$ cat src/rtl/jt053247_draw.sv
// jt053247_draw: sprite line drawer.
// Answers one scanner draw request at a time: fetches one 16-pixel 4bpp
// tile row as two 32-bit ROM words, then walks it with a 4.6 fixed-point
// horizontal zoom accumulator, emitting one line-buffer pixel per clock.
// Continuation tiles (hz_keep) resume both the accumulator and x position
// where the previous tile of the same sprite stopped.
module jt053247_draw #(
  parameter int BUFW   = 9,
  parameter int MAXPXL = 512
) (
  input  logic            clk,
  input  logic            rst_n,
  input  logic            dr_start,
  output logic            dr_busy,
  input  logic [15:0]     code,
  input  logic [9:0]      attr,
  input  logic            hflip,
  input  logic            vflip,
  input  logic [8:0]      hpos,
  input  logic [3:0]      ysub,
  input  logic [11:0]     hzoom,
  input  logic            hz_keep,
  output logic [20:0]     rom_addr,
  output logic            rom_cs,
  input  logic [31:0]     rom_data,
  input  logic            rom_ok,
  output logic [BUFW-1:0] buf_addr,
  output logic [13:0]     buf_din,
  output logic            buf_we
);

  localparam int CNTW = $clog2(MAXPXL + 1);

  typedef enum logic [1:0] {IDLE, FETCH0, FETCH1, DRAW} state_t;

  state_t          state_q, state_d;
  logic [15:0]     code_q, code_d;
  logic [9:0]      attr_q, attr_d;
  logic            hflip_q, hflip_d;
  logic [3:0]      yrow_q, yrow_d;
  logic [9:0]      step_q, step_d;
  logic [31:0]     left_q, left_d;
  logic [31:0]     right_q, right_d;
  logic [10:0]     acc_q, acc_d;
  logic [BUFW-1:0] x_q, x_d;
  logic [CNTW-1:0] cnt_q, cnt_d;

  logic [10:0]     acc_sum;
  logic [3:0]      src_idx;
  logic [3:0]      pixel;
  logic            last_pxl;
  logic            unused_hzoom;

  // Only the low ten bits of the zoom step are meaningful.
  assign unused_hzoom = ^hzoom[11:10];

  // Source pixel n: left word holds pixels 0..7, right word 8..15,
  // each word packed most-significant nibble first.
  function automatic logic [3:0] pick_pixel(input logic [31:0] lw,
                                            input logic [31:0] rw,
                                            input logic [3:0]  idx);
    logic [31:0] w;
    w = idx[3] ? rw : lw;
    w = w >> {3'd7 - idx[2:0], 2'b00};
    return w[3:0];
  endfunction

  // Integer part of the accumulator selects the source column; flip mirrors it.
  assign src_idx  = hflip_q ? ~acc_q[9:6] : acc_q[9:6];
  assign pixel    = pick_pixel(left_q, right_q, src_idx);
  assign acc_sum  = acc_q + {1'b0, step_q};
  assign last_pxl = (cnt_q == CNTW'(MAXPXL - 1));

  // Outputs decoded from the current state and latched request.
  always_comb begin
    dr_busy  = (state_q != IDLE);
    rom_cs   = (state_q == FETCH0) || (state_q == FETCH1);
    rom_addr = {code_q, yrow_q, state_q == FETCH1};
    buf_addr = x_q;
    buf_din  = {attr_q, pixel};
    buf_we   = (state_q == DRAW) && (pixel != 4'd0);
  end

  // Next-state logic: request latch, two ROM fetches, then per-pixel stepping.
  always_comb begin
    state_d = state_q;
    code_d  = code_q;
    attr_d  = attr_q;
    hflip_d = hflip_q;
    yrow_d  = yrow_q;
    step_d  = step_q;
    left_d  = left_q;
    right_d = right_q;
    acc_d   = acc_q;
    x_d     = x_q;
    cnt_d   = cnt_q;
    case (state_q)
      IDLE: begin
        if (dr_start) begin
          code_d  = code;
          attr_d  = attr;
          hflip_d = hflip;
          yrow_d  = ysub ^ {4{vflip}};
          step_d  = (hzoom[9:0] == 10'd0) ? 10'd1 : hzoom[9:0];
          cnt_d   = '0;
          if (hz_keep) begin
            // Resume the sprite: keep x, carry the fractional overshoot.
            acc_d = acc_q - 11'd1024;
          end else begin
            acc_d = '0;
            x_d   = BUFW'(hpos);
          end
          state_d = FETCH0;
        end
      end
      FETCH0: begin
        if (rom_ok) begin
          left_d  = rom_data;
          state_d = FETCH1;
        end
      end
      FETCH1: begin
        if (rom_ok) begin
          right_d = rom_data;
          state_d = DRAW;
        end
      end
      DRAW: begin
        x_d   = x_q + BUFW'(1);
        acc_d = acc_sum;
        cnt_d = cnt_q + CNTW'(1);
        // Tile exhausted once the integer part passes 15, or enlargement cap hit.
        if (acc_sum[10] || last_pxl) begin
          state_d = IDLE;
        end
      end
      default: state_d = IDLE;
    endcase
  end

  // State and datapath registers; reset aborts any request in flight.
  always_ff @(posedge clk or negedge rst_n) begin
    if (!rst_n) begin
      state_q <= IDLE;
      code_q  <= '0;
      attr_q  <= '0;
      hflip_q <= 1'b0;
      yrow_q  <= '0;
      step_q  <= '0;
      left_q  <= '0;
      right_q <= '0;
      acc_q   <= '0;
      x_q     <= '0;
      cnt_q   <= '0;
    end else begin
      state_q <= state_d;
      code_q  <= code_d;
      attr_q  <= attr_d;
      hflip_q <= hflip_d;
      yrow_q  <= yrow_d;
      step_q  <= step_d;
      left_q  <= left_d;
      right_q <= right_d;
      acc_q   <= acc_d;
      x_q     <= x_d;
      cnt_q   <= cnt_d;
    end
  end

endmodule

$ cat config.mk
export PLATFORM = sky130hd
export DESIGN_NAME = jt053247_draw
export DESIGN_NICKNAME = d
export VERILOG_FILES = /design/src/rtl/jt053247_draw.sv
export SDC_FILE = /design/constraint.sdc
export NUM_CORES = 1
export LEC_CHECK = 0
export BUFFER_PORTS_ARGS = -buffer_cell sky130_fd_sc_hd__buf_2
export CORE_UTILIZATION = 52
export CTS_BUF_LIST = sky130_fd_sc_hd__clkbuf_8
export CTS_CLUSTER_SIZE = 24
export DETAILED_ROUTE_END_ITERATION = 8
export PLACE_DENSITY = 0.85
export SYNTH_ARGS = -nofsm -noshare
export SYNTH_HDL_FRONTEND = slang
export SYNTH_SLANG_ARGS = --single-unit
$ cat constraint.sdc
create_clock -name clk -period 2.5 [get_ports clk]
set_clock_uncertainty 0.15 [all_clocks]
set_input_delay 0.25 -clock clk [delete_from_list [all_inputs] [get_ports clk]]
set_output_delay 0.25 -clock clk [all_outputs]
set_load 0.02 [all_outputs]
==> results of run 1 <==
==> cell families (layout without fill, tap and decap cells) <==
group / after synthesis / after routing / share of synthesized area [%]
mux: 137 / 137 / 22.0
simple gates: 143 / 145 / 9.28
xor+xnor: 16 / 16 / 1.91
flops: 137 / 137 / 46.8
buf+inv: 46 / 320 / 3.14
fa+ha+maj: 17 / 17 / 3.01
compound gates: 159 / 159 / 13.9
==> power groups by stage <==
stage	combinational (mW)	clock [mW]	sequential [mW]
floorplan	3.70	0	4.28
global placement	5.47	0	4.12
detailed placement	5.62	0	4.18
CTS	5.97	1.91	4.16
global route	7.09	2.02	4.34
finish	6.57	1.88	4.23
==> worst paths after layout <==
| path | from | end | slack, ns |
|---|---|---|---|
| min in group asynchronous | rst_n | left_q[29] | 0.17 |
| worst max-delay path | acc_q[6] | buf_we | -0.63 |
| worst min-delay path | vflip | yrow_q[1] | 0.03 |
| worst max register to register | acc_q[6] | state_q[1] | -0.38 |
| worst min register to register | yrow_q[0] | yrow_q[0] | 0.34 |
| max in group asynchronous | rst_n | left_q[9] | 1.27 |
==> final cells by class <==
cell class	instances	area, sq um
Tap cell	180	225
Sequential cell	137	3430
Timing Repair Buffer	276	2080
Clock buffer	20	275
Inverter	12	47.5
Fill cell	900	3730
Multi-Input combinational cell	474	3900
Clock inverter	12	134
==> Yosys cell counts (8+ instances only) <==
cell type    n
dfrtp_1    137
mux2_2     100
a21oi_1     41
nor2_1      41
nand2_1     38
o21ai_0     38
mux2i_1     25
ha_1        16
nand3_1     13
clkbuf_1    12
a22oi_1     11
and3_1      11
inv_1       11
xnor2_1     10
mux4_2       8
nand2b_1     8
nor2b_1      8
o211ai_1     8
o21ai_1      8
==> stage by stage <==
| step | std cells | utilization [%] | hold WS (ns) |
|---|---|---|---|
| floorplan | 655 | - | -0.196 |
| global placement | 977 | 60.8 | 0.0826 |
| detailed placement | 977 | 60.8 | 0.0814 |
| CTS | 1104 | 71.0 | 0.0142 |
| global route | 1111 | 73.0 | 0.0225 |
| finish | 1111 | 73.0 | 0.0254 |
==> what timing repair did <==
| item | in CTS | in global routing |
|---|---|---|
| endpoints found under the hold margin | 166 | 0 |
| pin swaps | 12 | 19 |
| setup endpoints to repair | 8 | 16 |
| cloned | 0 | 2 |
| gates resized for setup | 21 | 46 |
| hold buffers | 83 | 0 |
| buffers inserted | 12 | 5 |
==> critical path, stage by stage (launching register included) <==
cell and delay (ns):
dfrtp_4 0.56, buf_4 0.17, mux2_4 0.28, a221o_1 0.30
a22oi_1 0.25, o21bai_1 0.14, o41a_1 0.46, buf_6 0.15
==> cells in the final DEF, fill, tap and decap left out, types with 25 or more instances in the layout <==
master and n:
a21oi_1 34, buf_2 129, buf_4 47, dfrtp_1 136
dlygate4sd3_1 83, mux2_2 100, mux2i_1 25, nand2_1 36
nor2_1 38, o21ai_0 36
==> registers in the layout, indices dropped and copies added, names as in the netlist <==
name	cells
step_q	10
state_q	2
attr_q	10
hflip_q	1
cnt_q	10
right_q	32
yrow_q	4
acc_q	11
left_q	32
buf_addr	9
code_q	16
==> routing by layer <==
metal	vias up	track usage (%)	routed length [um]
met1	3103	32.9	8030
met5	-	0	0
met3	42	6.08	1060
met4	0	8.87	470
met2	232	47.3	10200
li1	2937	-	-
==> impl_results.md, run 1 <==
* Max Cap Viol at 0
* Gpl congestion at a little under 0.9
* WL final at 19.7 mm
* Ys flop type: dfrtp_1
* # diodes at 0
* Wirelength per Cell at between 15 and 20 um
* # IOs at 137
* WS Path Type: register to primary output
* Worst min path class: primary input to register
* Die Y at 121 um
* Cell row count at 43
* Sw power at 5.09 mW
* ANT nets after route at 0
* Sw Ratio at 40.2%
* Slew HR at 41.7%
* Post-DR vias/cell at 5.68
* Power Density at 1260 nW/um^2
* Tmin final at 3.13 ns
* Post-synth EDFFs at 0
* Pin count of the biggest net entering global routing at 58
* I/O Buffers at around 130
* Top cells by area, synth: dfrtp_1, mux2_2, mux2i_1, a21oi_1, ha_1
* Router iterations before antenna repair at 5
* Worst Setup Slack, final at -0.635 ns
* Clock root buffer: clkbuf_8
* Setup_tns at -3.09 ns
* Lkg Pwr at 4.53 nW
* RSZ-0062 raised after global routing: true
* # clock sinks at about 140
* Dpl ws at -0.211 ns
* Seq pwr share at between 30% and 40%
* Worst VDD drop at 0.692 mV
* Clk pwr share at 14.8%
* Synthesized area per cell at 11.2 sq um
* Register area share after synthesis at 46.8%
* Placed cell area at 8410 sq um
* Combinational share of power at 51.8%
* Die W at between 100 and 150 um
* Final period util at 125%
* Power, Total at 12.7 mW
* Worst Setup End Kind: primary output
* Share of the synthesized area in the top cell type at 46.8%
* Ys async rst share at 100%
* Clock buffer count from CTS at 17
* Failing checks: setup timing
* Post-route cell area at 10100 sq um
* H-tree Lvls at 4
* Tot GR Track Use at between 20% and 30%
* GR Overflow Total at 0
* First-iteration detailed-routing DRC count at 600
* Max-slew violations at 0
* Critical Path Fanout Max at 8
* Synth warn at 0
* Reg2Reg Depth at 11
* WP data required at 2.10 ns
* Initial antenna violation count at 0
* Cells after synthesis at 655
* First-pass GRT wire length at 30.8 mm
* Pint at 7.59 mW
* CTS tree: yes
* Clk slew on worst S/H paths at 0.07 ns
* Final setup vio count at 8
* Area grow syn2layout at 37.8%
* Drc violations at 0
* Cell taking the most area after synthesis: dfrtp_1
* Mapped Nets at 762
* Core area at 13800 sq um
* Synth unique cells at 58
* Worst-margin pin slew at between 0.8 and 0.9 ns
* Outcome: complete, but fails checks
* Worst skew pair latency at 0.44 ns
* Die area at between 10000 and 15000 sq um
* Startpoint Class: register
* Post-Syn Area at 7320 sq um
* Post-DP HPWL at 11.3 mm
* Clk buf depth at 2
* Vias in the first global route at 6413
* Flops & latches, synth at 137
* Initial core utilization at 53.0%
* Final net count at 1025
* Routed vias at approximately 6300
* Max Clk Rate at 319 MHz
* CP arrival at approximately 2.7 ns
* Layout cells sized above 1 at 40.6%
* Final hold vios at 0
* Worst hold stages at 3
Power figures use the tool's default switching activity.
==> run 2: changes to the inputs <==
--- a/config.mk
+++ b/config.mk
@@ -5,12 +5,14 @@
 export SDC_FILE = /design/constraint.sdc
 export NUM_CORES = 1
 export LEC_CHECK = 0
+export ABC_AREA = 1
 export BUFFER_PORTS_ARGS = -buffer_cell sky130_fd_sc_hd__buf_2
-export CORE_UTILIZATION = 52
+export CORE_UTILIZATION = 62
 export CTS_BUF_LIST = sky130_fd_sc_hd__clkbuf_8
 export CTS_CLUSTER_SIZE = 24
 export DETAILED_ROUTE_END_ITERATION = 8
-export PLACE_DENSITY = 0.85
+export PLACE_DENSITY = 0.95
+export SLEW_MARGIN = 40
 export SYNTH_ARGS = -nofsm -noshare
 export SYNTH_HDL_FRONTEND = slang
 export SYNTH_SLANG_ARGS = --single-unit
==> constraint.sdc (replaced) <==
create_clock -name clk -period 4.02 [get_ports clk]
set_clock_uncertainty 0.15 [all_clocks]
set_input_delay 0.402 -clock clk [delete_from_list [all_inputs] [get_ports clk]]
set_output_delay 0.402 -clock clk [all_outputs]
set_load 0.02 [all_outputs]
==> run 2 against run 1 <==
  * The flow now finishes without violations
  * Hold slack improved by 0.0053 ns
  * Global-route usage rose by 3.2 points
  * Clock power fell by 43%
  * Utilization rose by 3.9 points
  * Combinational power fell by 49%
  * Non-clock buffer count fell by 111
  * Flip-flop and latch count did not move
  * Clock-buffer cell count fell by 3
  * Sequential share of layout area rose by 6.8 points
  * Area after synthesis fell by 4.1%
  * Critical path depth rose by 3
  * Critical endpoint unchanged
==> impl_results.md, run 2 <==
* Post-Synth Adder-Cell Area at 3.14% (was 3.01%)
* Pin count of the biggest net entering global routing at 92 (was 58)
* Final net count at 1159 (was 1025)
* Tmin final at 3.28 ns
* Ys flop type: dfrtp_1 (unchanged)
* WS Path Type: register to primary output (unchanged)
* Post-route cell area at 8410 sq um (was 10100 sq um)
* Drc violations at 0 (unchanged)
* CTS tree: yes (unchanged)
* Routed vias at 6468 (was 6314)
* Layout cells sized above 1 at 18.3% (was 40.6%)
* Final period util at between 80% and 90%
* Combinational share of power at 49.2% (was 51.8%)
* Final setup vio count at 0 (was 8)
* Power Density at 817 nW/um^2 (was 1260 nW/um^2)
* Initial core utilization at 64.2% (was 53.0%)
* Flops & latches, synth at 137 (unchanged)
* Die area at 11800 sq um (was 14600 sq um)
* GR peak layer: met2 (unchanged)
* Worst Setup Slack, final at 0.743 ns (was -0.635 ns)
* Synth unique cells at 41 (was 58)
* Worst hold stages at 3 (unchanged)
* Router iterations before antenna repair at 5 (unchanged)
* Area grow syn2layout at 19.7% (was 37.8%)
* Cells after synthesis at 902 (was 655)
* Commonest non-fill, non-tap cell in the layout: nand2_1 (was dfrtp_1)
* Die Y at 108 um (was 121 um)
* Worst min path class: primary input to register (unchanged)
* Top cells by count, synth: nand2_1, dfrtp_1, inv_1 (was dfrtp_1, mux2_2, a21oi_1, nor2_1)
* Top cells by area, synth: dfrtp_1, nand2_1, o21ai_0, inv_1, nand3_1 (was dfrtp_1, mux2_2, mux2i_1, a21oi_1, ha_1)
* Share of the synthesized area in the top cell type at 48.8% (was 46.8%)
* HP Start: attr[6] (was vflip)
* Clock buffer count from CTS at 17 (unchanged)
* Finished Layout Cells at 1206 (was 1111)
* I/O Buffers at 134 (unchanged)
* ANT nets after route at 0 (unchanged)
* Clk slew on worst S/H paths at 0.08 ns (was 0.07 ns)
* # clock sinks at 137 (unchanged)
* Pint at 3.64 mW (was 7.59 mW)
* Post-synthesis mux area share at 0% (was 22.0%)
* Lkg Pwr at 4.55 nW (was 4.53 nW)
* Worst-margin pin slew at 0.756 ns (was 0.866 ns)
* Critical Path Fanout Max at 25 (was 8)
* Met1 Use GR at 35.6% (was 32.9%)
* Synthesized area per cell at 7.79 sq um (was 11.2 sq um)
* Post-DP HPWL at 10.6 mm (was 11.3 mm)
* CP arrival at 2.73 ns (about the same)
* Synth warn at 0 (unchanged)
* WP data required at 3.47 ns (was 2.10 ns)
* Max-slew violations at 0 (unchanged)
* Initial antenna violation count at 0 (unchanged)
* Setup_tns at 0 ns (was -3.09 ns)
* Post-CTS resize count at 0 (was 21)
* Clk buf depth at 2 (unchanged)
* First-pass GRT wire length at 27.3 mm (was 30.8 mm)
* Final hold vios at 0 (unchanged)
* Sw Ratio at 47.0% (was 40.2%)
* Wirelength per Cell at 14.0 um (was 17.8 um)
* XOR/XNOR Fraction of Synth Area at 2.24% (was 1.91%)
* Die W at 108 um (was 121 um)
* Hold path endpoint: attr_q[6] (was yrow_q[1])
* Largest registers: left_q x32, right_q x32, code_q x16 (unchanged)
* Compound-cell area share of the yosys netlist at 10.9% (was 13.9%)
* Dpl ws at 1.22 ns (was -0.211 ns)
* Post-DR vias/cell at 5.36 (was 5.68)
* Setup repair bufs after CTS at 0 (was 12)
* Critical R2R Launch: state_q[0] (was acc_q[6])
* Clock root buffer: clkbuf_8 (unchanged)
* Most frequent cell after synthesis: nand2_1 (was dfrtp_1)
* Max Cap Viol at 0 (unchanged)
* M3 GR Usage at 6.93% (was 6.08%)
* Post-synth EDFFs at 0 (unchanged)
* Worst Setup End Kind: primary output (unchanged)
* Mapped Nets at 1009 (was 762)
* Cell row count at 38 (was 43)
* Gpl congestion at 0.903 (was 0.873)
* Worst reg2reg setup slack at 1.29 ns (was -0.38 ns)
* Max Clk Rate at 305 MHz
* Tot GR Track Use at 30.2% (was 27.0%)
* RSZ-0062 raised after global routing: false (was true)
* Reg2reg end: acc_q[6] (was state_q[1])
* Post-Syn Area at 7020 sq um (was 7320 sq um)
* Placed Cells at 1147 (was 977)
* Reg2Reg Depth at 5 (was 11)
* Startpoint Class: register (unchanged)
* Clk pwr share at 15.7% (was 14.8%)
* Ys async rst share at 100% (unchanged)
* Vias in the first global route at 6198 (was 6413)
* Met2 GRT Util at 52.9% (was 47.3%)
* Outcome: completed (was complete, but fails checks)
* Most frequent cells in the layout: nand2_1, dfrtp_1, inv_1, buf_2, o21ai_0 (was dfrtp_1, buf_2, mux2_2)
* Worst skew pair latency at 0.45 ns (was 0.44 ns)
* Simple-gate share of the synthesized area at 25.2% (was 9.28%)
* Worst VDD drop at 0.460 mV (was 0.692 mV)
* WL final at 16.9 mm (was 19.7 mm)
* Placed cell area at 7750 sq um (was 8410 sq um)
* Register area share after synthesis at 48.8% (was 46.8%)
* Sw power at 3.23 mW (was 5.09 mW)
* Seq pwr share at 35.2% (was 33.3%)
* GR Overflow Total at 0 (unchanged)
* First-iteration detailed-routing DRC count at 577 (was 600)
* Core area at 10900 sq um (was 13800 sq um)
* # IOs at 137 (unchanged)
* Register area at 3430 sq um (about the same)
* Power, Total at 6.87 mW (was 12.7 mW)
* Multi-input logic area at 2930 sq um (was 3900 sq um)
* H-tree Lvls at 4 (unchanged)
* Cell taking the most area after synthesis: dfrtp_1 (unchanged)
* Combinational family with the most area after synthesis: simple AND/OR/NAND/NOR gates (was multiplexers)
* Slew HR at 49.6% (was 41.7%)
* Fill cells at 720 (was 900)
## run 2: cells by family (layout without fill, tap and decap cells)
logic type / count (synthesis) / after routing
flops: 137 / 137
other cells: 0 / 1
compound gates: 148 / 148
xor+xnor: 12 / 12
simple gates: 418 / 418
buf+inv: 170 / 333
fa+ha+maj: 17 / 17
## run 2: worst max-delay path by stage
stage | from | end | slack (ns) | cells after the start
2_1_floorplan | hflip_q | buf_we | 1.77 | 9
3_3_place_gp | hflip_q | buf_we | 1.23 | 8
3_5_place_dp | hflip_q | buf_we | 1.22 | 8
4_1_cts | hflip_q | buf_we | 0.68 | 8
5_1_grt | hflip_q | buf_we | 0.57 | 10
6_report | hflip_q | buf_we | 0.74 | 10
## run 2: metal layers
layer / vias up / wire length (um)
met2: 253 / 8640
met1: 3042 / 6700
met4: 0 / 355
met3: 35 / 1190
li1: 3138 / -
met5: - / 0
## run 2: what timing repair did
action,CTS,global route
hold buffers,26,0
setup endpoints to repair,0,0
hold endpoints to repair,114,0
## run 2: through the flow
step / utilization, % / hold slack, ns
5_1_grt: 76.8 / 0.0203
3_5_place_dp: 70.9 / 0.310
2_1_floorplan: - / -0.0436
6_report: 76.9 / 0.0307
3_3_place_gp: 70.9 / 0.305
4_1_cts: 76.7 / 0.00998
## run 2: critical path: stages, from the launching register on
cell and delay, ns:
dfrtp_1 0.84, nand2_1 0.24, nand2_4 0.30, nand2_1 0.11, nand3_1 0.12, nand3_1 0.11, nand3_1 0.14, nand2_2 0.07
nor2_1 0.11, a21oi_2 0.06, buf_2 0.18
## run 2: cell type report
class / count / area share (%)
Tap cell: 140 / 2.08
Clock inverter: 15 / 1.68
Timing Repair Buffer: 165 / 11.6
Antenna cell: 1 / 0.0298
Sequential cell: 137 / 40.8
Inverter: 136 / 6.10
Multi-Input combinational cell: 595 / 34.9
Clock buffer: 17 / 2.78
## run 2: power groups by stage
| stage | Combinational [mW] | Sequential (mW) | Clock (mW) |
|---|---|---|---|
| after detailed placement | 3.29 | 2.40 | 0 |
| after CTS | 3.32 | 2.39 | 1.08 |
| final | 3.38 | 2.42 | 1.08 |
| after floorplan | 2.30 | 2.53 | 0 |
| after global routing | 3.78 | 2.48 | 1.16 |
| after global placement | 3.15 | 2.38 | 0 |
